### src/rtl/if_fetch.sv
// Instruction fetch: one outstanding imem request feeding a 2-entry {pc, instr} buffer.
// Latency: request accepted in cycle N, response in N+1 at the earliest, instr_valid in N+2.
// Backpressure: stall holds the head, and requests stop while the buffer holds 2 entries.
// Optional perf counter (fetch_bubbles) is built when IF_PERF_COUNT_EN is defined.
module if_fetch #(
  parameter logic [31:0] RESET_PC = 32'h0000_0000
) (
  input  logic        clk,
  input  logic        rst,
  input  logic [31:0] pc_in_data,
  input  logic        redirect,
  input  logic        stall,
  output logic        imem_req,
  output logic [31:0] imem_addr,
  input  logic        imem_ready,
  input  logic        imem_rvalid,
  input  logic [31:0] imem_rdata,
  output logic [31:0] instr,
  output logic        instr_valid,
  output logic [31:0] pc_out_data,
  output logic [31:0] plusFour_out_data
`ifdef IF_PERF_COUNT_EN
  ,
  output logic [31:0] fetch_bubbles
`endif
);

  typedef enum logic [1:0] {
    FETCH = 2'd0,
    WAIT  = 2'd1,
    DRAIN = 2'd2
  } state_t;

  state_t      r_state;
  state_t      w_state_nxt;

  // Fetch PC is held as a word address; the byte offset is always zero.
  logic [29:0] r_fpc;
  logic [29:0] r_req_pc;

  logic [31:0] r_fifo_pc  [2];
  logic [31:0] r_fifo_dat [2];
  logic        r_rd_ptr;
  logic        r_wr_ptr;
  logic [1:0]  r_cnt;

  logic        w_req;
  logic        w_accept;
  logic        w_push;
  logic        w_pop;
  logic        w_unused;

  // Redirect targets are forced word-aligned, so their low bits are never used.
  assign w_unused = &{1'b0, pc_in_data[1:0]};

  // State register.
  always_ff @(posedge clk) begin
    if (rst) begin
      r_state <= FETCH;
    end else begin
      r_state <= w_state_nxt;
    end
  end

  // Next-state logic: a redirect must still swallow a request already in flight.
  always_comb begin
    w_state_nxt = r_state;
    case (r_state)
      FETCH: begin
        if (redirect) begin
          w_state_nxt = w_accept ? DRAIN : FETCH;
        end else if (w_accept) begin
          w_state_nxt = WAIT;
        end
      end
      WAIT: begin
        if (imem_rvalid) begin
          w_state_nxt = FETCH;
        end else if (redirect) begin
          w_state_nxt = DRAIN;
        end
      end
      DRAIN: begin
        // The stale response retires the outstanding request even if a
        // redirect lands in the same cycle; nothing else is pending then.
        if (imem_rvalid) begin
          w_state_nxt = FETCH;
        end
      end
      default: w_state_nxt = FETCH;
    endcase
  end

  // FSM outputs and buffer control strobes; redirect overrides push and pop.
  always_comb begin
    w_req    = !rst && (r_state == FETCH) && (r_cnt < 2'd2);
    w_accept = w_req && imem_ready;
    w_push   = (r_state == WAIT) && imem_rvalid && !redirect;
    w_pop    = instr_valid && !stall && !redirect;
  end

  assign imem_req  = w_req;
  assign imem_addr = {r_fpc, 2'b00};

  // Fetch PC, request PC tracking and buffer pointers/count.
  always_ff @(posedge clk) begin
    if (rst) begin
      r_fpc    <= RESET_PC[31:2];
      r_req_pc <= 30'd0;
      r_rd_ptr <= 1'b0;
      r_wr_ptr <= 1'b0;
      r_cnt    <= 2'd0;
    end else begin
      if (w_accept) begin
        r_req_pc <= r_fpc;
      end

      if (redirect) begin
        r_fpc <= pc_in_data[31:2];
      end else if (w_accept) begin
        r_fpc <= r_fpc + 30'd1;
      end

      if (redirect) begin
        r_rd_ptr <= 1'b0;
        r_wr_ptr <= 1'b0;
        r_cnt    <= 2'd0;
      end else begin
        if (w_push) begin
          r_wr_ptr <= ~r_wr_ptr;
        end
        if (w_pop) begin
          r_rd_ptr <= ~r_rd_ptr;
        end
        case ({w_push, w_pop})
          2'b10:   r_cnt <= r_cnt + 2'd1;
          2'b01:   r_cnt <= r_cnt - 2'd1;
          default: r_cnt <= r_cnt;
        endcase
      end
    end
  end

  // Buffer storage; entries are only visible through the count, so no reset.
  always_ff @(posedge clk) begin
    if (w_push) begin
      r_fifo_pc[r_wr_ptr]  <= {r_req_pc, 2'b00};
      r_fifo_dat[r_wr_ptr] <= imem_rdata;
    end
  end

  assign instr_valid       = (r_cnt != 2'd0);
  assign instr             = instr_valid ? r_fifo_dat[r_rd_ptr] : 32'd0;
  assign pc_out_data       = instr_valid ? r_fifo_pc[r_rd_ptr] : 32'd0;
  assign plusFour_out_data = pc_out_data + 32'd4;

`ifdef IF_PERF_COUNT_EN
  logic [31:0] r_bubbles;

  // Count every out-of-reset cycle in which decode has nothing to consume.
  always_ff @(posedge clk) begin
    if (rst) begin
      r_bubbles <= 32'd0;
    end else if (!instr_valid) begin
      r_bubbles <= r_bubbles + 32'd1;
    end
  end

  assign fetch_bubbles = r_bubbles;
`endif

endmodule

### config.mk
export PLATFORM = sky130hd
export DESIGN_NAME = if_fetch
export DESIGN_NICKNAME = d
export VERILOG_FILES = /design/src/rtl/if_fetch.sv
export SDC_FILE = /design/constraint.sdc
export NUM_CORES = 1
export LEC_CHECK = 0
export ABC_AREA = 1
export CORE_MARGIN = 2
export CORE_UTILIZATION = 51
export DETAILED_ROUTE_END_ITERATION = 10
export PLACE_DENSITY = 0.8
export RECOVER_POWER = 50
export SKIP_CTS_REPAIR_TIMING = 1
export SYNTH_ARGS = -nofsm -noshare
export SYNTH_HDL_FRONTEND = slang
export SYNTH_SLANG_ARGS = --single-unit
### constraint.sdc
create_clock -name clk -period 6.54 [get_ports clk]
set_input_delay 1.962 -clock clk [delete_from_list [all_inputs] [get_ports clk]]
set_output_delay 1.962 -clock clk [all_outputs]
set_load 0.05 [all_outputs]
### Word level (Yosys, flattened, before mapping)

Memory sizes are Yosys's and may differ from the RTL's. A register that Yosys moved wholly into a read port is not among the register bits.
Cells that the tools add are included.

| operators by class | value |
|---|---|
| equality and inequality tests | 7 |
| shifts and indexed selects | 0 |
| multiplexer cells | 18 |
| reduce and logical (&&, ||, !) cells | 16 |
| $add $sub $neg | 4 |
| $lt $le $gt $ge | 1 |
| bitwise logic cells | 2 |
| $mul | 0 |
| div/mod/pow operators | 0 |

Operator list:

| operator | count |
|---|---|
| $mux W32 | 2 |
| $mux W30 | 2 |
| $add A32 B3 Y32 const B | 1 |
| $add A30 B1 Y30 const B | 1 |
| $mux W2 | 6 |
| $logic_and A1 B1 Y1 | 7 |
| $mux W1 | 6 |
| $ne A3 B3 Y1 const B | 2 |
| $pmux W2 S3 | 1 |
| $reduce_bool A2 Y1 | 3 |
| $eq A2 B1 Y1 const B | 2 |
| $eq A2 B2 Y1 const B | 2 |
| $pmux W2 S2 | 1 |
| $logic_not A1 Y1 | 3 |
| $reduce_and A3 Y1 | 1 |
| $add A2 B1 Y2 const B | 1 |
| $logic_not A2 Y1 | 1 |
| $lt A2 B2 Y1 const B | 1 |
| $ne A2 B2 Y1 const B | 1 |
| $not A1 Y1 | 2 |
| $reduce_or A2 Y1 | 1 |
| $sub A2 B1 Y2 const B | 1 |

| word-level totals | value |
|---|---|
| output and inout bits | 130 |
| register bits | 66 |
| input bits | 70 |
| logic and storage cells | 56 |
| memories | 2 |
| RAM bits | 124 |
| bits in read-only memories | 0 |
| bits in latches | 0 |

Memory list:

| memory | depth | bits a word | rd ports | clocked after memory_dff | wr ports | line | source |
|---|---|---|---|---|---|---|---|
| r_fifo_dat | 2 | 32 | 1 | 1 | 1 | 42 | `logic [31:0] r_fifo_dat [2];` |
| r_fifo_pc | 2 | 30 | 1 | 1 | 1 | 41 | `logic [31:0] r_fifo_pc [2];` |

### Depth between registers and ports, before layout

Gate-level depths: netlist of the first run.

| logic depth | value |
|---|---|
| depth in word-level cells | 7 |
| depth in mapped cells | 14 |
| depth with buffers taken out | 12 |

### Worst setup path before layout of the first run

No wires, ideal clock.

| timing | value |
|---|---|
| kind | input port to flip-flop |
| start | in redirect |
| end | mem r_fifo_dat[0][0] (enable) |
| data required time | 6.058 ns |
| buffers on the path | 1 |
| library setup time | 0.482 ns |
| cell stages on the path | 4 |
| data arrival time | 5.097 ns |
| slack | 0.960 ns |
| path through | clkbuf_1 > inv_1 > nand3_1 > nor2_1 |

| between the ends | value |
|---|---|
| word-level cells in the longest chain between the ends | 4 |

RTL lines:

| what | line | source |
|---|---|---|
| start: declaration | 11 | `input logic redirect,` |
| $logic_not A1 Y1 | 98 | `w_push = (r_state == WAIT) && imem_rvalid && !redirect;` |
| $logic_and A1 B1 Y1 | 98 |  |
| $mux W1 | 146 | `if (w_push) begin` |
| $mux W1 (implied by the code) | 148 | `r_fifo_dat[r_wr_ptr] <= imem_rdata;` |
| end: declaration | 42 |  |

Every way passes these cells.

### Worst setup path after layout of the first run

| timing | value |
|---|---|
| start | in imem_ready |
| end | reg r_fpc[10] |

| between the ends | value |
|---|---|
| word-level cells in the longest chain between the ends | 2 |

RTL lines:

| what | line | source |
|---|---|---|
| start: declaration | 15 | `input logic imem_ready,` |
| $logic_and A1 B1 Y1 | 97 | `w_accept = w_req && imem_ready;` |
| $reduce_bool A2 Y1 (no line) | - |  |
| end signal: assignment | 108 | `r_fpc <= RESET_PC[31:2];` |
| end signal: assignment | 119 | `r_fpc <= pc_in_data[31:2];` |
| end signal: assignment | 121 | `r_fpc <= r_fpc + 30'd1;` |
| end: declaration | 38 | `logic [29:0] r_fpc;` |

Every way passes these cells.
A chain may end at the register's enable or synchronous reset.

==> impl_results.md, run 1 <==
* Synth async-reset ratio at 0%
* Failing checks: capacitance limit, slew limit
* Vias at 7,899
* Final hold vios at 0
* M1 GR Usage at 31.8%
* Nets at 1,359
* Clk buf depth at 2
* Ys flop type: edfxtp_1
* Total core area at 17,900 um2
* Power, Total at 2520 uW
* Worst Clk Skew at 0.00792 ns
* Library cells used by synthesis at 38
* Max-slew violation count at 63
* Clock Latency Late Sink at 0.42 ns
* I/O Buffers at 191
* DP HPWL at 16,700 um
* RSZ-0062 raised after global routing: false
* Via/cell ratio at 5.16
* Startpoint types: primary input
* DRC at 0
* DR WL/cell at 15.3 um
* Initial antenna violation count at 2
* WP buf/inv at 3
* Chip width at 139 um
* Row cnt at 49
* Met3 usage in global routing at 5.32%
* CP Max Fanout at 35
* CTS clock-pin slew for the worst setup and hold paths at 0.07 ns
* Cell Chain, Critical Path: dlygate4sd3_1 > clkbuf_1 > nand3_1 > nor2_4 > inv_2 > a21oi_1 > o21ai_1 > a21oi_1
* R2R depth at 7
* CP delay by family, top: simple AND/OR/NAND/NOR gates
* Crit path required time at 6.90 ns
* Gate Count Post-Synth at 1,113
* CTS Buf Count at 17
* Sequential area share after synthesis at 54.4%
* Starting Density at 52.0%
* P per Cell Area at 212 nW/um2
* Yosys warnings at 0
* M2 GR Usage at 39.0%
* Global Route Usage Sum at 24.1%
* Final Wtd Congestion at 0.921
* Outcome: complete, but fails checks
* CP Class: primary input to flip-flop
* Largest net degree at the start of global routing at 63
* Min-delay worst type: flip-flop to flip-flop
* Syn Area/Cell at 8.36 um2
* CP Capture Point: r_fpc[10]
* Gr ovfl total at 0
* Final setup TNS at 0 ns
* Initial DRC Count at 501
* Reg2reg setup slack at 3.50 ns
* Slew headroom at -7.72%
* Minimum clock period at 5.80 ns
* CTS tree: yes
* Synthesis-stage register bit count at 191
* Peak supply drop at 0.000199 V
* Max Cap Violations at 1
* Sink Count at 191
* CP max-delay cell: nand3_1
* Top cell by count, worst path: a21oi_1
* Critical Path Max Stage Delay at 1.25 ns
* Post-Route WL at 23,500 um
* DIE AREA at 19,300 um2
* Final setup vio count at 0
* Initial DRT Pass Iterations at 6
* Synthesized area at 9310 um2
* Die Ht at 139 um
* Layout cells sized above 1 at 7.01%
* EDFF count, synth at 124
* Crit end category: flip-flop
* RR Startpoint: r_cnt[1]
* R2R Path End: r_fpc[10]
* First-pass GRT wire length at 37,500 um
* Fill count at 1,460
* Crit. path cell count at 8
* Crit path DAT at 6.16 ns
* Top-level I/O count at 200
* GRT Max-Usage Layer: met2
* Antenna-violating nets left at 0
* Syn-to-layout area delta at 27.6%
* Pleak at 0.00465 uW
* Vias in the first global route at 7,453
* FMAX at 172 MHz
* Worst-Margin Slew at 1.62 ns
* Util after Layout at 66.3%
* Clock tree root driver cell: clkbuf_16
* Final period util at 88.7%
* H-tree depth at 4
* Start point of the critical path: imem_ready
cell type report:
type | count | area, um2 | share of cell area [%]
Sequential cell | 191 | 5070 | 42.7
Multi-Input combinational cell | 782 | 3620 | 30.5
Timing Repair Buffer | 200 | 1960 | 16.5
Clock buffer | 17 | 425 | 3.58
Inverter | 94 | 363 | 3.06
Tap cell | 229 | 287 | 2.41
Clock inverter | 15 | 149 | 1.25
Antenna cell | 2 | 5.00 | 0.0421
layout by cell type (no fill, tap or decap), types with 17 or more instances in the layout:
cell / instances
nand2_1: 390
clkdlybuf4s50_1: 125
edfxtp_1: 124
nand3_1: 95
a21oi_1: 89
inv_1: 85
nor2_1: 81
dfxtp_1: 66
dlygate4sd3_1: 64
o21ai_0: 23
xor2_1: 22
clkbuf_16: 17
through the flow:
stage	hold slack (ns)	setup WS, ns	area [um2]	cells
3_5_place_dp	0.439	1.47	11300	1496
3_3_place_gp	0.431	1.49	11300	1496
6_report	0.459	0.737	11900	1530
2_1_floorplan	0.426	0.960	9320	1118
4_1_cts	0.455	1.02	11900	1528
5_1_grt	0.467	0.443	11900	1530
cell usage after synthesis (7+ instances only):
| cell | n | area share (%) |
|---|---|---|
| a21oi_1 | 89 | 4.8 |
| buf_1 | 7 | 0.28 |
| buf_2 | 11 | 0.59 |
| buf_4 | 7 | 0.56 |
| clkbuf_1 | 19 | 0.77 |
| dfxtp_1 | 67 | 14 |
| edfxtp_1 | 124 | 40 |
| inv_1 | 85 | 3.4 |
| inv_2 | 7 | 0.28 |
| nand2_1 | 390 | 16 |
| nand2_2 | 8 | 0.54 |
| nand3_1 | 94 | 5.1 |
| nand3_2 | 7 | 0.75 |
| nand4_1 | 8 | 0.54 |
| nor2_1 | 83 | 3.3 |
| nor2_2 | 15 | 1.0 |
| nor2_4 | 7 | 0.85 |
| o21ai_0 | 23 | 1.2 |
| xor2_1 | 22 | 2.1 |
where the power goes:
group	switching (uW)	internal, uW
clock network	458	537
logic	125	70.8
registers	27.2	1300
sequential cells by signal, summed over array words and instances (netlist names), named ones only:
name,flops
r_fifo_dat,64
r_fifo_pc,60
r_fpc,30
r_req_pc,30
r_cnt,2
r_state,2
r_rd_ptr,1
r_wr_ptr,1
how the worst min path moves through the flow:
stage	cells after the start	end	startpoint	slack [ns]
2_1_floorplan	0	r_fifo_pc[0][0]	r_req_pc[0]	0.43
3_3_place_gp	0	r_fifo_pc[1][5]	r_req_pc[5]	0.43
3_5_place_dp	0	r_fifo_pc[0][5]	r_req_pc[5]	0.44
4_1_cts	0	r_fifo_pc[0][11]	r_req_pc[11]	0.46
5_1_grt	0	r_fifo_pc[0][11]	r_req_pc[11]	0.47
6_report	0	r_fifo_pc[1][15]	r_req_pc[15]	0.46
routing by layer:
metal,part of all wire [%],wire length (um)
met3,7.6,1790
met2,47,11100
met5,0,0
met1,42,9930
met4,2.8,666
cells by family after synthesis:
group | Yosys count | share of synthesized area [%]
DFF | 191 | 54.4
xor gates and xnor gates | 27 | 2.54
adders and majority gates | 3 | 0.403
AOI/OAI and AO/OA | 123 | 6.79
buffers and inverters | 145 | 6.92
and+or+nand+nor | 623 | 28.9
other | 1 | 0.0403
No activity file was read; power rests on OpenSTA's default activity.
==> run 2: changes to the inputs <==
--- a/config.mk
+++ b/config.mk
@@ -9,4 +9,5 @@
 export CORE_MARGIN = 2
 export CORE_UTILIZATION = 51
+export CTS_CLUSTER_DIAMETER = 150
 export DETAILED_ROUTE_END_ITERATION = 10
 export PLACE_DENSITY = 0.8
==> constraint.sdc (replaced) <==
create_clock -name clk -period 6.54 [get_ports clk]
set_input_delay 1.308 -clock clk [delete_from_list [all_inputs] [get_ports clk]]
set_output_delay 1.308 -clock clk [all_outputs]
set_load 0.05 [all_outputs]
==> run 2 against run 1 <==
  * The run still ends with capacitance limit, slew limit left
  * Power increased by 1.1%
  * Sequential share of layout area hardly changed
  * Flip-flop and latch count did not move
  * Design area is essentially flat
  * Worst setup slack better by 0.72 ns
  * Largest cell class unchanged
  * Largest power group unchanged
==> impl_results.md, run 2 (synthesis results as in run 1) <==
* Chip width at 139 um (unchanged)
* I/O Buffers at 191 (unchanged)
* Slew headroom at -39.7% (was -7.72%)
* Routed met3 length at 1500 um (was 1790 um)
* Clk buf depth at 2 (unchanged)
* DIE AREA at 19,300 um2 (unchanged)
* DRC at 0 (unchanged)
* Dpl cells at 1,494 (was 1,496)
* Peak supply drop at 0.000226 V (was 0.000199 V)
* Crit path DAT at 5.44 ns (was 6.16 ns)
* Final Wtd Congestion at 0.927 (was 0.921)
* Final setup vio count at 0 (unchanged)
* Power, Total at 2540 uW (was 2520 uW)
* Global Route Usage Sum at 23.4% (was 24.1%)
* Startpoint types: primary input (unchanged)
* Most common cell after layout, fill and taps aside: nand2_1 (unchanged)
* Final hold vios at 0 (unchanged)
* CP Max Fanout at 35 (unchanged)
* Initial DRC Count at 655 (was 501)
* Via/cell ratio at 5.16 (about the same)
* Max-slew violation count at 27 (was 63)
* Metal2 WL at 10,900 um (was 11,100 um)
* Pleak at 0.00466 uW (was 0.00465 uW)
* Starting Density at 52.0% (unchanged)
* CTS clock-pin slew for the worst setup and hold paths at 0.07 ns (about the same)
* FMAX at 197 MHz (was 172 MHz)
* CTS tree: yes (unchanged)
* Util after Layout at 66.4% (was 66.3%)
* Syn-to-layout area delta at 27.7% (was 27.6%)
* H-tree depth at 4 (unchanged)
* Hold path depth at 0 (unchanged)
* RSZ-0062 raised after global routing: false (unchanged)
* DP HPWL at 16,300 um (was 16,700 um)
* Initial DRT Pass Iterations at 5 (was 6)
* Gr ovfl total at 0 (unchanged)
* Min-delay worst type: flip-flop to flip-flop (unchanged)
* Largest net degree at the start of global routing at 63 (unchanged)
* Max Cap Violations at 1 (unchanged)
* Nets at 1,357 (was 1,359)
* Clock tree root driver cell: clkbuf_16 (unchanged)
* Antenna-violating nets left at 0 (unchanged)
* Clock Latency Late Sink at 0.43 ns (was 0.42 ns)
* Vias at 7,890 (was 7,899)
* Top Layer Used: met4 (unchanged)
* Largest registers: r_fifo_dat x64, r_fifo_pc x60 (unchanged)
* Biggest register: r_fifo_dat (unchanged)
* Final period util at 77.7% (was 88.7%)
* Initial antenna violation count at 2 (unchanged)
* Crit path required time at 6.90 ns (about the same)
* Minimum clock period at 5.08 ns (was 5.80 ns)
* Crit end category: flip-flop (unchanged)
* Worst-Margin Slew at 2.09 ns (was 1.62 ns)
* Worst Hold End: r_fifo_pc[1][4] (was r_fifo_pc[1][15])
* P per Cell Area at 214 nW/um2 (was 212 nW/um2)
* Top-level I/O count at 200 (unchanged)
* Total core area at 17,900 um2 (unchanged)
* RR Startpoint: r_state[0] (was r_cnt[1])
* Layout cells sized above 1 at 6.94% (was 7.01%)
* Row cnt at 49 (unchanged)
* First-pass GRT wire length at 36,400 um (was 37,500 um)
* Outcome: complete, but fails checks (unchanged)
* Reg2reg setup slack at 3.06 ns (was 3.50 ns)
* Commonest cells after routing, fill and taps aside: nand2_1 (390), clkdlybuf4s50_1 (126), edfxtp_1 (124) (was nand2_1 (390), clkdlybuf4s50_1 (125), edfxtp_1 (124))
* Number of flip-flops under the largest register name at 64 (unchanged)
* Non-filler cells, final at 1,528 (was 1,530)
* Worst Min Path Start: r_req_pc[4] (was r_req_pc[15])
* Sink Count at 191 (unchanged)
* CP Class: primary input to flip-flop (unchanged)
* Met1 WL at 10,000 um (was 9930 um)
* Die Ht at 139 um (unchanged)
* Post-Route WL at 23,100 um (was 23,500 um)
* Vias in the first global route at 7,200 (was 7,453)
* R2R depth at 5 (was 7)
* Failing checks: capacitance limit, slew limit (unchanged)
* DR WL/cell at 15.1 um (was 15.3 um)
* Final setup TNS at 0 ns (unchanged)
* R2R Path End: r_fifo_dat[1][0] (was r_fpc[10])
* Worst Clk Skew at 0.0103 ns (was 0.00792 ns)
* CTS Buf Count at 17 (unchanged)
[run 2: layout make-up]
type	instances	area (um2)
Multi-Input combinational cell	782	3620
Fill cell	1442	6020
Inverter	94	363
Tap cell	229	287
Timing Repair Buffer	198	1950
Clock inverter	15	164
Antenna cell	2	5.00
Clock buffer	17	425
Sequential cell	191	5070
[run 2: critical path, cell delays in order]
cell           delay [ns]
dlygate4sd3_1        0.52
clkbuf_1             0.99
nand3_1              1.25
nor2_4               0.97
inv_2                0.07
a21oi_1              0.12
o21ai_1              0.07
a21oi_1              0.12
[run 2: how the worst max path moves through the flow]
| stage | startpoint | to | slack, ns | cells after the start |
|---|---|---|---|---|
| floorplan | redirect | r_fifo_dat[0][0] | 1.61 | 4 |
| global placement | rst | imem_req | 1.64 | 5 |
| detailed placement | rst | imem_req | 1.61 | 5 |
| CTS | flip-flop | plusFour_out_data[16] | 1.56 | 11 |
| global route | imem_ready | r_fpc[9] | 1.11 | 6 |
| finish | imem_ready | r_fpc[10] | 1.46 | 8 |
[run 2: through the flow]
| stage | hold WS, ns | setup WS, ns | cell area (um2) |
|---|---|---|---|
| CTS | 0.459 | 1.56 | 11900 |
| floorplan | 0.426 | 1.61 | 9320 |
| finish | 0.455 | 1.46 | 11900 |
| global route | 0.473 | 1.11 | 11900 |
| detailed placement | 0.441 | 1.61 | 11300 |
| global placement | 0.432 | 1.64 | 11300 |
[run 2: layer usage]
layer / track usage [%] / vias up
li1: - / 3970
met1: 32.1 / 3580
met2: 37.4 / 301
met3: 4.39 / 39
met4: 8.77 / 0
met5: 0 / -
[run 2: where the power goes]
part / leakage [uW] / internal, uW / switching, uW / total, uW
Sequential: 0.00177 / 1300 / 27.6 / 1330
Combinational: 0.00259 / 70.8 / 124 / 195
Clock: 0.000293 / 546 / 478 / 1020
==> run 3: changes to the inputs <==
- CORE_UTILIZATION: 51 -> 46
- PLACE_DENSITY: 0.8 -> 0.76
- clock period: 6.54 -> 4.3 ns (I/O delays scaled with it)
==> run 3 against run 2 <==
  * The run now ends clean
  * First-iteration DRC count fell by 6.7%
  * Sequential share of layout area decreased by 0.076 points
  * Worst setup slack worse by 1.1 ns
  * Global-route usage fell by 1.8 points
  * Clock skew rose by 0.00077 ns
  * Worst hold slack worse by 0.0013 ns
  * Register-to-register slack got worse by 1.1 ns
  * Core utilization decreased by 7.0 points
==> impl_results.md, run 3 (synthesis results as in run 1) <==
* Worst-Margin Slew at 1.33 ns (was 2.09 ns)
* Pleak at 0.00468 uW (was 0.00466 uW)
* Util after Layout at 59.4% (was 66.4%)
* Global Route Usage Sum at 21.7% (was 23.4%)
* Dpl cells at 1,539 (was 1,494)
* Vias in the first global route at 7,444 (was 7,200)
* Crit path required time at 3.44 ns (was 6.90 ns)
* WP buf/inv at 3 (unchanged)
* Int Pwr at 2890 uW (was 1910 uW)
* I/O Buffers at 191 (unchanged)
* CTS Buf Count at 17 (unchanged)
* RSZ-0062 raised after global routing: false (unchanged)
* CTS tree: yes (unchanged)
* Min-delay worst type: flip-flop to flip-flop (unchanged)
* Comb power frac at 7.9% (was 7.6%)
* First-pass GRT wire length at 37,300 um (was 36,400 um)
* DRC at 0 (unchanged)
* CP Class: flip-flop to output pin (was primary input to flip-flop)
* Final hold vios at 0 (unchanged)
* Initial antenna violation count at 2 (unchanged)
* Worst Clk Skew at 0.0111 ns (was 0.0103 ns)
* Die Ht at 146 um (was 139 um)
* Antenna-violating nets left at 0 (unchanged)
* Via/cell ratio at 4.99 (was 5.16)
* Sink Count at 191 (unchanged)
* Non-filler cells, final at 1,573 (was 1,528)
* Commonest cells after routing, fill and taps aside: nand2_1 (390), edfxtp_1 (124), clkdlybuf4s50_1 (113) (was nand2_1 (390), clkdlybuf4s50_1 (126), edfxtp_1 (124))
* Biggest register: r_fifo_dat (unchanged)
* Nets at 1,361 (was 1,357)
* Number of flip-flops under the largest register name at 64 (unchanged)
* Post-Route WL at 23,100 um (about the same)
* Most common cell after layout, fill and taps aside: nand2_1 (unchanged)
* Initial DRC Count at 611 (was 655)
* DP HPWL at 16,400 um (was 16,300 um)
* Crit end category: output pin (was flip-flop)
* Startpoint types: flip-flop (was primary input)
* Gr ovfl total at 0 (unchanged)
* Clk pwr share at 39.2% (was 40.3%)
* P per Cell Area at 320 nW/um2 (was 214 nW/um2)
* Critical Path Max Stage Delay at 0.80 ns (was 1.25 ns)
* Syn-to-layout area delta at 27.9% (was 27.7%)
* Final Wtd Congestion at 0.889 (was 0.927)
* Instance area at placement at 11,400 um2 (was 11,300 um2)
* Register area at 5070 um2 (unchanged)
* Chip width at 146 um (was 139 um)
* FMAX at 257 MHz
* Multi-input logic area at 3620 um2 (unchanged)
* Cell Chain, Critical Path: clkinv_4 > o21ai_2 > inv_1 > nand2_2 > nor2_2 > nand2_1 > nand2_1 > nand2_1 > clkdlybuf4s50_1 (was dlygate4sd3_1 > clkbuf_1 > nand3_1 > nor2_4 > inv_2 > a21oi_1 > o21ai_1 > a21oi_1)
* Sequential power share at 52.9% (was 52.1%)
* Final setup vio count at 0 (unchanged)
* Slew headroom at 11.4% (was -39.7%)
* Layout cells sized above 1 at 7.99% (was 6.94%)
* Peak supply drop at 0.000227 V (was 0.000226 V)
* Final setup TNS at 0 ns (unchanged)
* Minimum clock period at 3.89 ns
* Largest net degree at the start of global routing at 63 (unchanged)
* Vias at 7,857 (was 7,890)
* CTS clock-pin slew for the worst setup and hold paths at 0.06 ns (was 0.07 ns)
* Starting Density at 46.4% (was 52.0%)
* CP delay by family, top: buffers and inverters (was simple AND/OR/NAND/NOR gates)
* Fill count at 1,779 (was 1,442)
* Top-level I/O count at 200 (unchanged)
* Outcome: finished, final reports clean (was complete, but fails checks)
* Largest registers: r_fifo_dat x64, r_fifo_pc x60 (unchanged)
* DIE AREA at 21,400 um2 (was 19,300 um2)
* Row cnt at 52 (was 49)
* CP Max Fanout at 62 (was 35)
* DR WL/cell at 14.7 um (was 15.1 um)
* Top cell by count, worst path: nand2_1 (was a21oi_1)
* Clock Latency Late Sink at 0.43 ns (about the same)
* Max Cap Violations at 0 (was 1)
* Clock tree root driver cell: clkbuf_16 (unchanged)
* Final period util at 90.6%
* Crit path DAT at 3.03 ns (was 5.44 ns)
* Clk buf depth at 2 (unchanged)
* Total core area at 20,000 um2 (was 17,900 um2)
* Initial DRT Pass Iterations at 5 (unchanged)
* H-tree depth at 4 (unchanged)
* Switching pwr at 916 uW (was 630 uW)
* CP max-delay cell: clkdlybuf4s50_1 (was nand3_1)
* Finished Cell Area at 11,900 um2 (about the same)
* Sw frac at 24.0% (was 24.8%)
* Max-slew violation count at 0 (was 27)
-- run 3: cell types whose count changed in the layout (fill, tap and decap cells not counted), moves of 2 or more --
cell	previous run	this run
inv_6	9	2
dlygate4sd3_1	64	62
clkinvlp_4	0	3
inv_4	0	3
clkbuf_1	2	6
clkinv_4	2	4
clkdlybuf4s50_1	126	113
buf_4	5	21
-- run 3: cell type report --
cell class,count,area share (%)
Antenna cell,2,0.0420
Clock buffer,18,3.61
Clock inverter,14,1.12
Inverter,94,3.05
Multi-Input combinational cell,782,30.4
Sequential cell,191,42.6
Tap cell,270,2.84
Timing Repair Buffer,202,16.4
-- run 3: metrics by stage --
step | power, uW | hold WS (ns) | worst slack (ns)
6_report | 3810 | 0.454 | 0.405
5_1_grt | 3930 | 0.471 | 0.215
4_1_cts | 3850 | 0.455 | 0.347
3_5_place_dp | 2370 | 0.438 | 0.808
3_3_place_gp | 2360 | 0.432 | 0.809
2_1_floorplan | 2230 | 0.426 | -0.178
-- run 3: metal layers --
layer | vias to the layer above | track usage (%) | part of all wire [%]
met5 | - | 0 | 0
met4 | 0 | 8.98 | 2.7
met3 | 41 | 3.94 | 6.6
met2 | 287 | 33.3 | 45
met1 | 3555 | 30.4 | 45
li1 | 3974 | - | -
-- run 3: power by group through the flow --
stage	Sequential, uW	Clock [uW]	Combinational [uW]
2_1_floorplan	2100	0	126
3_3_place_gp	2060	0	309
3_5_place_dp	2060	0	312
6_report	2020	1490	300
4_1_cts	2020	1520	314
5_1_grt	2020	1580	325
-- run 3: path summary, 6_finish.rpt --
kind,cells after the start,slack [ns],start,end
max reg2reg,7,1.94,r_state[0],r_fpc[2]
max,9,0.41,flip-flop,plusFour_out_data[31]
min,0,0.45,r_req_pc[20],r_fifo_pc[0][20]
min reg2reg,0,0.45,r_req_pc[20],r_fifo_pc[0][20]
